File: src/rtl/spi_pkg.sv
// spi_pkg: constants shared by the SPI front end and its input conditioners.
`default_nettype none

package spi_pkg;

   localparam int DEBOUNCE_WAIT_DEFAULT = 3;
   localparam int DEBOUNCE_CNT_W        = 3;

   // The counter must be able to hold WAIT_TIME-1 and WAIT_TIME must be at least 1.
   function automatic bit debounce_wait_legal(input int wait_cycles, input int cnt_w);
      return (wait_cycles >= 1) && (wait_cycles <= (2 ** cnt_w) - 1);
   endfunction

endpackage

`default_nettype wire

File: src/rtl/sync2ff.sv
// sync2ff: two-flop synchronizer for one asynchronous pin, synchronous active-low reset.
`default_nettype none

module sync2ff (
   input  logic clk,
   input  logic reset_n,
   input  logic d_i,
   output logic q_o
);

   logic sync1_q;
   logic sync2_q;

   always_ff @(posedge clk) begin
      if (!reset_n) begin
         sync1_q <= 1'b0;
         sync2_q <= 1'b0;
      end else begin
         sync1_q <= d_i;
         sync2_q <= sync1_q;
      end
   end

   assign q_o = sync2_q;

endmodule

`default_nettype wire

File: src/rtl/input_conditioner.sv
// input_conditioner: synchronizes, debounces one pin and emits level plus edge strobes.
`default_nettype none

module input_conditioner
   import spi_pkg::*;
#(
   parameter int COUNTER_WIDTH = DEBOUNCE_CNT_W,
   parameter int WAIT_TIME     = DEBOUNCE_WAIT_DEFAULT
) (
   input  logic clk,
   input  logic reset_n,
   input  logic noisysignal,
   output logic conditioned,
   output logic positiveedge,
   output logic negativeedge
);

   generate
      if (!debounce_wait_legal(WAIT_TIME, COUNTER_WIDTH)) begin : g_bad_wait_time
         $error("input_conditioner: WAIT_TIME must be in 1 .. 2**COUNTER_WIDTH-1");
      end
   endgenerate

   localparam logic [COUNTER_WIDTH-1:0] c_cnt_last = COUNTER_WIDTH'(WAIT_TIME - 1);

   logic                     sync_w;
   logic [COUNTER_WIDTH-1:0] cnt_q;
   logic [COUNTER_WIDTH-1:0] cnt_d;
   logic                     cond_q;
   logic                     cond_d;
   logic                     pos_q;
   logic                     pos_d;
   logic                     neg_q;
   logic                     neg_d;

   sync2ff u_sync (
      .clk     (clk),
      .reset_n (reset_n),
      .d_i     (noisysignal),
      .q_o     (sync_w)
   );

   // Any agreeing sample clears the count; a disagreement must persist WAIT_TIME edges.
   always_comb begin
      cond_d = cond_q;
      cnt_d  = '0;
      pos_d  = 1'b0;
      neg_d  = 1'b0;
      if (sync_w != cond_q) begin
         if (cnt_q == c_cnt_last) begin
            cond_d = sync_w;
            pos_d  = sync_w;
            neg_d  = ~sync_w;
         end else begin
            cnt_d = cnt_q + COUNTER_WIDTH'(1);
         end
      end
   end

   always_ff @(posedge clk) begin
      if (!reset_n) begin
         cnt_q  <= '0;
         cond_q <= 1'b0;
         pos_q  <= 1'b0;
         neg_q  <= 1'b0;
      end else begin
         cnt_q  <= cnt_d;
         cond_q <= cond_d;
         pos_q  <= pos_d;
         neg_q  <= neg_d;
      end
   end

   assign conditioned  = cond_q;
   assign positiveedge = pos_q;
   assign negativeedge = neg_q;

endmodule

`default_nettype wire

File: config.mk
export PLATFORM = sky130hd
export DESIGN_NAME = input_conditioner
export DESIGN_NICKNAME = d
export VERILOG_FILES = /design/src/rtl/spi_pkg.sv /design/src/rtl/sync2ff.sv /design/src/rtl/input_conditioner.sv
export SDC_FILE = /design/constraint.sdc
export NUM_CORES = 1
export LEC_CHECK = 0
export ABC_AREA = 1
export BUFFER_PORTS_ARGS = -buffer_cell sky130_fd_sc_hd__clkbuf_2
export CORE_AREA = 5 5 42 44
export DETAILED_ROUTE_END_ITERATION = 10
export DIE_AREA = 0 0 47 49
export SYNTH_ARGS = -nofsm -noshare
export SYNTH_HDL_FRONTEND = slang
export SYNTH_SLANG_ARGS = --single-unit
File: constraint.sdc
create_clock -name clk -period 1.7 [get_ports clk]
set_input_delay 0.34 -clock clk [delete_from_list [all_inputs] [get_ports clk]]
set_output_delay 0.34 -clock clk [all_outputs]
set_load 0.005 [all_outputs]
# Yosys cells after proc, flatten, opt, wreduce, memory -nomap -nowiden
# Cells that the tools add are included.
# totals
ramBits	0
mem_count	0
out_inout_bits	3
rom_bits	0
register_bits	8
latchBits	0
input_bits	3
elab_cells	15
# classes
n_mux	0
n_bitwise	3
eq_ne	2
shift	0
n_div	0
add_sub_neg	1
multipliers	0
order_cmp	0
n_reduce_logical	3
# ops
operator	count
adder 3 x 1 -> 3 bit (second input constant)	1
equality test 3 x 2 -> 1 bit (second input constant)	1
NOT 1 bit	3
AND reduction 3 bit	1
OR reduction 3 bit	1
AND reduction 2 bit	1
inequality test 1 bit	1

# Depth between registers and ports, before layout
# Gate-level depths: netlist (run 1).
# depth
word_depth	3
mapped_depth	6

# Modules after synthesis
# From an unflattened synthesis (run 1), not the netlist that was laid out.
# hier_totals
cells_unflattened	33
hier_area_um2	284.0
# by_module_without_submodules
mod	area_per_inst_um2	cells_each	instances
input_conditioner	229.0	27	1
sync2ff	55.1	6	1

# Least setup slack after synthesis (run 1)
# Ideal clock, no wire load.
# synth_timing
path_type	reg-to-reg
start	register cnt_q[0]
end	register neg_q (netlist: negativeedge)
path_slack_ps	763
stages_incl_launch_ff	7
period_less_slack_ps	937
setup_ps	118
t_arrival_ps	820
cell_sequence	dfxtp_1 inv_1 ha_1 nand2_1 inv_1 nand3_1 nor2_1
# synth_between
elab_chain_len	2
# synth_rtl
item	line	rtl
from (decl)	input_conditioner.sv:27	logic [COUNTER_WIDTH-1:0] cnt_q;
from (signal assigned)	input_conditioner.sv:67	cnt_q <= cnt_d;
equality test 3 x 2 -> 1 bit	input_conditioner.sv:50	if (cnt_q == c_cnt_last) begin
AND reduction 3 bit (no line)	n/a	
to (signal assigned)	input_conditioner.sv:70	neg_q <= neg_d;
to (decl)	input_conditioner.sv:33	logic neg_q;
# Every way passes these cells.
# A chain may end at the register's enable or synchronous reset.

# Worst setup path after layout (run 1)
# layout_timing
start	register cond_q (netlist: conditioned)
end	output port conditioned
# layout_lines
item	line	rtl
from (decl)	input_conditioner.sv:29	logic cond_q;
from (signal assigned)	input_conditioner.sv:68	cond_q <= cond_d;
to (decl)	input_conditioner.sv:13	output logic conditioned,
# No word-level cell between the ends.

==> metrics.txt, run 1 <==
DR iter-0 viols=4; Core Footprint=0.001401 mm²; clock buffer depth=2; Post-Layout Cell Count=57; Post-Route WL=405 µm; WHS Path Cells=3; Hold Buf Count CTS=0; clock period minus final worst setup slack=1.086 ns; CP startpoint kind=register; post-synthesis async set-or-reset flop share=0%; worst-path maximum fanout=4; crit path buf inv count=1; FF-to-FF setup slack=0.68 ns; Antenna Cells=0; antenna-violating nets left=0; area of the die=0.002303 mm²; worst skew pair latency=0.25 ns; vias in the first global route=188; commonest cells in the netlist=8 x dfxtp_1, 7 x inv_1, 7 x nor2_1, 3 x nand2_1, 2 x ha_1; mean post-synth cell area=8.872 µm²; largest net degree at the start of global routing=6; Die Ht=49 µm; First-pass DRT Iterations=4; layout cell share with drive strength beyond 1=24.39%; CTS Sinks=8; Die Width=47 µm; status=finished clean; CP Depth=1; Critical-path top delay cell=dfxtp_1; area grow syn2layout=23.08%; Boundary Pins=6; Arr. time, crit path=0.75 ns; setup TNS=0 ns; Tot GR Track Use=4.728%; Synth Cell Area=292.8 µm²; GPL Wtd Cong=0.5681; Post-synth EDFFs=0; syn nets=38; Max VDD drop=0.3500 mV; max-cap violations=0; post_cts resized=0; drt drc=0; Seq cells post-synth=8; cell breakdown of the critical path=clkbuf_2; Final Hold Violating Endpoints=0; Starting Density=20.89%; area leader, netlist=dfxtp_1; relative slew slack=88.39%; H-Tree Depth=1; CP endpoint kind=output port; initial antenna violation count=0; LEAKAGE=0.0001790 µW; synth unique cells=11; clock-pin slew on the worst setup and hold paths=0.05 ns; Worst Tran Pin Value=0.1739 ns; skew final=0.007814 ns; Vias=216; placed insts=54; I/O Buffers=5; Power Dens Cells=959.6 mW/mm²; design area=360.3 µm²; clock buffer count from CTS=3; post-synth top area share=54.70%; yosys warns=0; Fmax achieved=0.9208 GHz; sequential share of the synthesized area=54.70%; DR vias/cell=3.789; row cnt=14; TritonCTS clock tree=yes; global-route wire length before repair=710 µm; Hold WS=0.2787 ns; delay-heaviest family, CP=flip-flops; Period Utilization, post-route=63.88%; FF+latch area=160.2 µm²; top-count cell post-synth=dfxtp_1; final setup fails=0; # Post-CTS Setup Buffers=0; unrepaired setup endpoints after global routing=no; Placed Area=337.8 µm²; FILL cells=163; max-slew violations=0; fin nets=48; min-delay worst type=input pin to register; Root Buffer=clkbuf_4; Worst R2R Path Depth=6; area of the multi-input gates=106.4 µm²; post-DP HPWL=316.6 µm; remaining global-route overflow=0; Post-Synthesis Cells=33; WL/cell=7.105 µm; Synth Flop Type=dfxtp_1; crit-path max cell delay=0.37 ns; top post-synthesis cells by area=dfxtp_1 55%, inv_1 9.0%, nor2_1 9.0%; Total Power=345.8 µW; Critical Path RT=1.36 ns; Worst Path Class, Setup=register to output port
## sequential cells by signal, indices dropped and copies added, names as in the netlist
| signal | cells |
|---|---|
| positiveedge | 1 |
| u_sync.q_o | 1 |
| cnt_q | 3 |
| u_sync.sync1_q | 1 |
| conditioned | 1 |
| negativeedge | 1 |
## final timing paths
kind	endpoint	start
worst max register to register	conditioned	cnt_q[0]
worst min register to register	u_sync.q_o	u_sync.sync1_q
worst min-delay path	u_sync.sync1_q	noisysignal
worst max-delay path	conditioned	conditioned
## per-stage QoR
stage | utilization, % | setup slack, ns
after detailed placement | 24.11 | 0.6867
final | 25.71 | 0.6140
after floorplan | - | 0.7629
after global routing | 25.71 | 0.5644
after global placement | 24.11 | 0.7029
after CTS | 25.71 | 0.5984
## cell families (layout without fill, tap and decap cells)
group | count (synthesis) | count (layout) | share of synthesized area (%)
DFF | 8 | 8 | 54.70
AOI/OAI and AO/OA | 2 | 2 | 4.700
adders and majority gates | 2 | 2 | 8.546
and+or+nand+nor | 13 | 13 | 20.09
xor gates and xnor gates | 1 | 1 | 2.992
buffers and inverters | 7 | 15 | 8.976
## per-layer routing
metal	wire length (µm)	share of wire [%]	vias to the layer above	track usage, %
met2	163	40	11	5.430
met3	68	17	0	5.535
met5	0	0	-	0
met4	0	0	0	2.765
li1	-	-	114	-
met1	174	43	91	4.867
## power breakdown
| group | switching [µW] | internal (µW) | leakage [µW] |
|---|---|---|---|
| Combinational | 6.00 | 4.91 | 0.000100 |
| Sequential | 2.26 | 191 | 0.0000649 |
| Clock | 61.1 | 80.5 | 0.0000138 |
| Total | 69.4 | 276 | 0.000179 |
## layout make-up
class / instances / share of cell area (%)
inverter: 7 / 7.292
tap: 16 / 5.556
timing repair buffer: 5 / 6.944
sequential: 8 / 44.44
clock buffer: 3 / 6.250
multi-input combinational: 18 / 29.51
## cells in the final DEF (no fill, tap or decap)
| cell | n |
|---|---|
| inv_1 | 7 |
| dfxtp_1 | 8 |
| xnor2_1 | 1 |
| nor2_1 | 7 |
| nand3_1 | 1 |
| nand2_1 | 3 |
| clkbuf_2 | 5 |
| a21oi_2 | 1 |
| o21ai_0 | 1 |
| clkbuf_4 | 3 |
| or2_1 | 1 |
| nand3_2 | 1 |
| ha_1 | 2 |
Note: power is estimated with default switching activity, not from simulation.
==> run 2: changes to the inputs <==
- clock period: 1.7 -> 1 ns (I/O delays scaled with it)
==> metrics.txt, run 2 (synthesized netlist as in run 1, its figures left out) <==
status=finished clean (unchanged); I/O Buffers=5 (unchanged); LEAKAGE=0.0001852 µW (was 0.0001790 µW); min-delay worst type=input pin to register (unchanged); layout cell share with drive strength beyond 1=33.33% (was 24.39%); Starting Density=20.89% (unchanged); row cnt=14 (unchanged); Period Utilization, post-route=95.19%; worst skew pair latency=0.25 ns (about the same); delay-heaviest family, CP=flip-flops (unchanged); cell breakdown of the critical path=clkbuf_2 (unchanged); CTS Sinks=8 (unchanged); CP Depth=1 (unchanged); Critical-path top delay cell=dfxtp_1 (unchanged); DR vias/cell=3.569 (was 3.789); Post-Route WL=405 µm (unchanged); GPL Wtd Cong=0.6136 (was 0.5681); Die Ht=49 µm (unchanged); antenna-violating nets left=0 (unchanged); clock buffer depth=2 (unchanged); Critical Path RT=0.80 ns (was 1.36 ns); DR iter-0 viols=1 (was 4); largest reg by FF count=cnt_q (unchanged); relative slew slack=89.10% (was 88.39%); unrepaired setup endpoints after global routing=no (unchanged); final setup fails=0 (unchanged); CP endpoint kind=output port (unchanged); post-DP HPWL=302.3 µm (was 316.6 µm); vias in the first global route=183 (was 188); Fmax achieved=1.050 GHz; crit path buf inv count=1 (unchanged); max-cap violations=0 (unchanged); clock period minus final worst setup slack=0.9519 ns; Vias=207 (was 216); Worst Tran Pin Value=0.1633 ns (was 0.1739 ns); worst-path maximum fanout=4 (unchanged); largest net degree at the start of global routing=6 (unchanged); Boundary Pins=6 (unchanged); FILL cells=161 (was 163); max-slew violations=0 (unchanged); Hold Buf Count CTS=0 (unchanged); Root Buffer=clkbuf_4 (unchanged); Final Hold Violating Endpoints=0 (unchanged); clock buffer count from CTS=3 (unchanged); skew final=0.005924 ns (was 0.007814 ns); WL/cell=6.983 µm (was 7.105 µm); Arr. time, crit path=0.75 ns (about the same); fin nets=49 (was 48); First-pass DRT Iterations=2 (was 4); Power Dens Cells=1555 mW/mm² (was 959.6 mW/mm²); crit-path max cell delay=0.37 ns (about the same); Tot GR Track Use=4.234% (was 4.728%); Worst Path Class, Setup=register to output port (unchanged); Core Footprint=0.001401 mm² (unchanged); setup TNS=0 ns (unchanged); drt drc=0 (unchanged); WHS Path Cells=3 (unchanged); clock-pin slew on the worst setup and hold paths=0.05 ns (about the same); Antenna Cells=0 (unchanged); Max VDD drop=0.5911 mV (was 0.3500 mV); initial antenna violation count=0 (unchanged); Hold WS=0.1458 ns (was 0.2787 ns); area grow syn2layout=28.63% (was 23.08%); H-Tree Depth=1 (unchanged); TritonCTS clock tree=yes (unchanged); most frequent cells in the layout=7 x inv_1, 7 x nor2_1, 7 x dfxtp_1 (was 8 x dfxtp_1, 7 x inv_1, 7 x nor2_1); global-route wire length before repair=669 µm (was 710 µm); Die Width=47 µm (unchanged); max reg flops=3 (unchanged); area of the die=0.002303 mm² (unchanged); remaining global-route overflow=0 (unchanged); CP startpoint kind=register (unchanged); Worst R2R Path Depth=4 (was 6)
-- run 2: changes by cell type in the layout (fill, tap and decap cells not counted) --
| cell | change |
|---|---|
| nand2_1 | -1 |
| buf_4 | +1 |
| nand3_2 | +1 |
| dfxtp_2 | +1 |
| nand2_2 | +1 |
| dfxtp_1 | -1 |
| nand3_1 | -1 |
-- run 2: stage by stage --
step | cell area [µm²] | util, % | std cells | worst slack [ns] | power, µW
after floorplan | 292.8 | - | 33 | 0.06291 | 345.9
after CTS | 367.9 | 26.25 | 58 | 0.02755 | 600.0
after global placement | 345.3 | 24.64 | 55 | 0.03974 | 354.0
final | 376.6 | 26.88 | 58 | 0.04807 | 585.7
after detailed placement | 345.3 | 24.64 | 55 | 0.03471 | 354.9
after global routing | 376.6 | 26.88 | 58 | 0.003502 | 620.2
-- run 2: final cells by class --
class                   count  area [µm²]  share of cell area, %
repair buffers              6       32.53                  8.638
well taps                  16       20.02                  5.316
flip-flops and latches      8       161.4                  42.86
clock buffers               3       22.52                  5.980
inverters                   7       26.28                  6.977
multi-input cells          18       113.9                  30.23
-- run 2: power by group --
| group | total [µW] | switching, µW | internal [µW] |
|---|---|---|---|
| sequential | 328 | 3.40 | 325 |
| combinational | 21.6 | 11.8 | 9.78 |
| clock | 236 | 99.3 | 137 |
| total | 586 | 115 | 471 |
-- run 2: repair_timing --
item / 4_1_cts / 5_1_grt
endpoints found under the setup margin: 0 / 5
gates resized for setup: 0 / 3
setup buffers: 0 / 0
-- run 2: path summary, 6_finish.rpt --
check / to / from / slack, ns
setup / recovery: conditioned / conditioned / 0.05
hold / removal: u_sync.sync1_q / noisysignal / 0.15
setup reg to reg: cnt_q[2] / cnt_q[0] / 0.08
hold reg to reg: u_sync.q_o / u_sync.sync1_q / 0.41
-- run 2: per-layer routing --
layer	share of wire, %	global-route usage (%)	up-vias
met4	0	0	0
met2	37	5.882	7
met3	12	5.535	0
met1	51	4.204	84
li1	-	-	116
met5	0	0	-
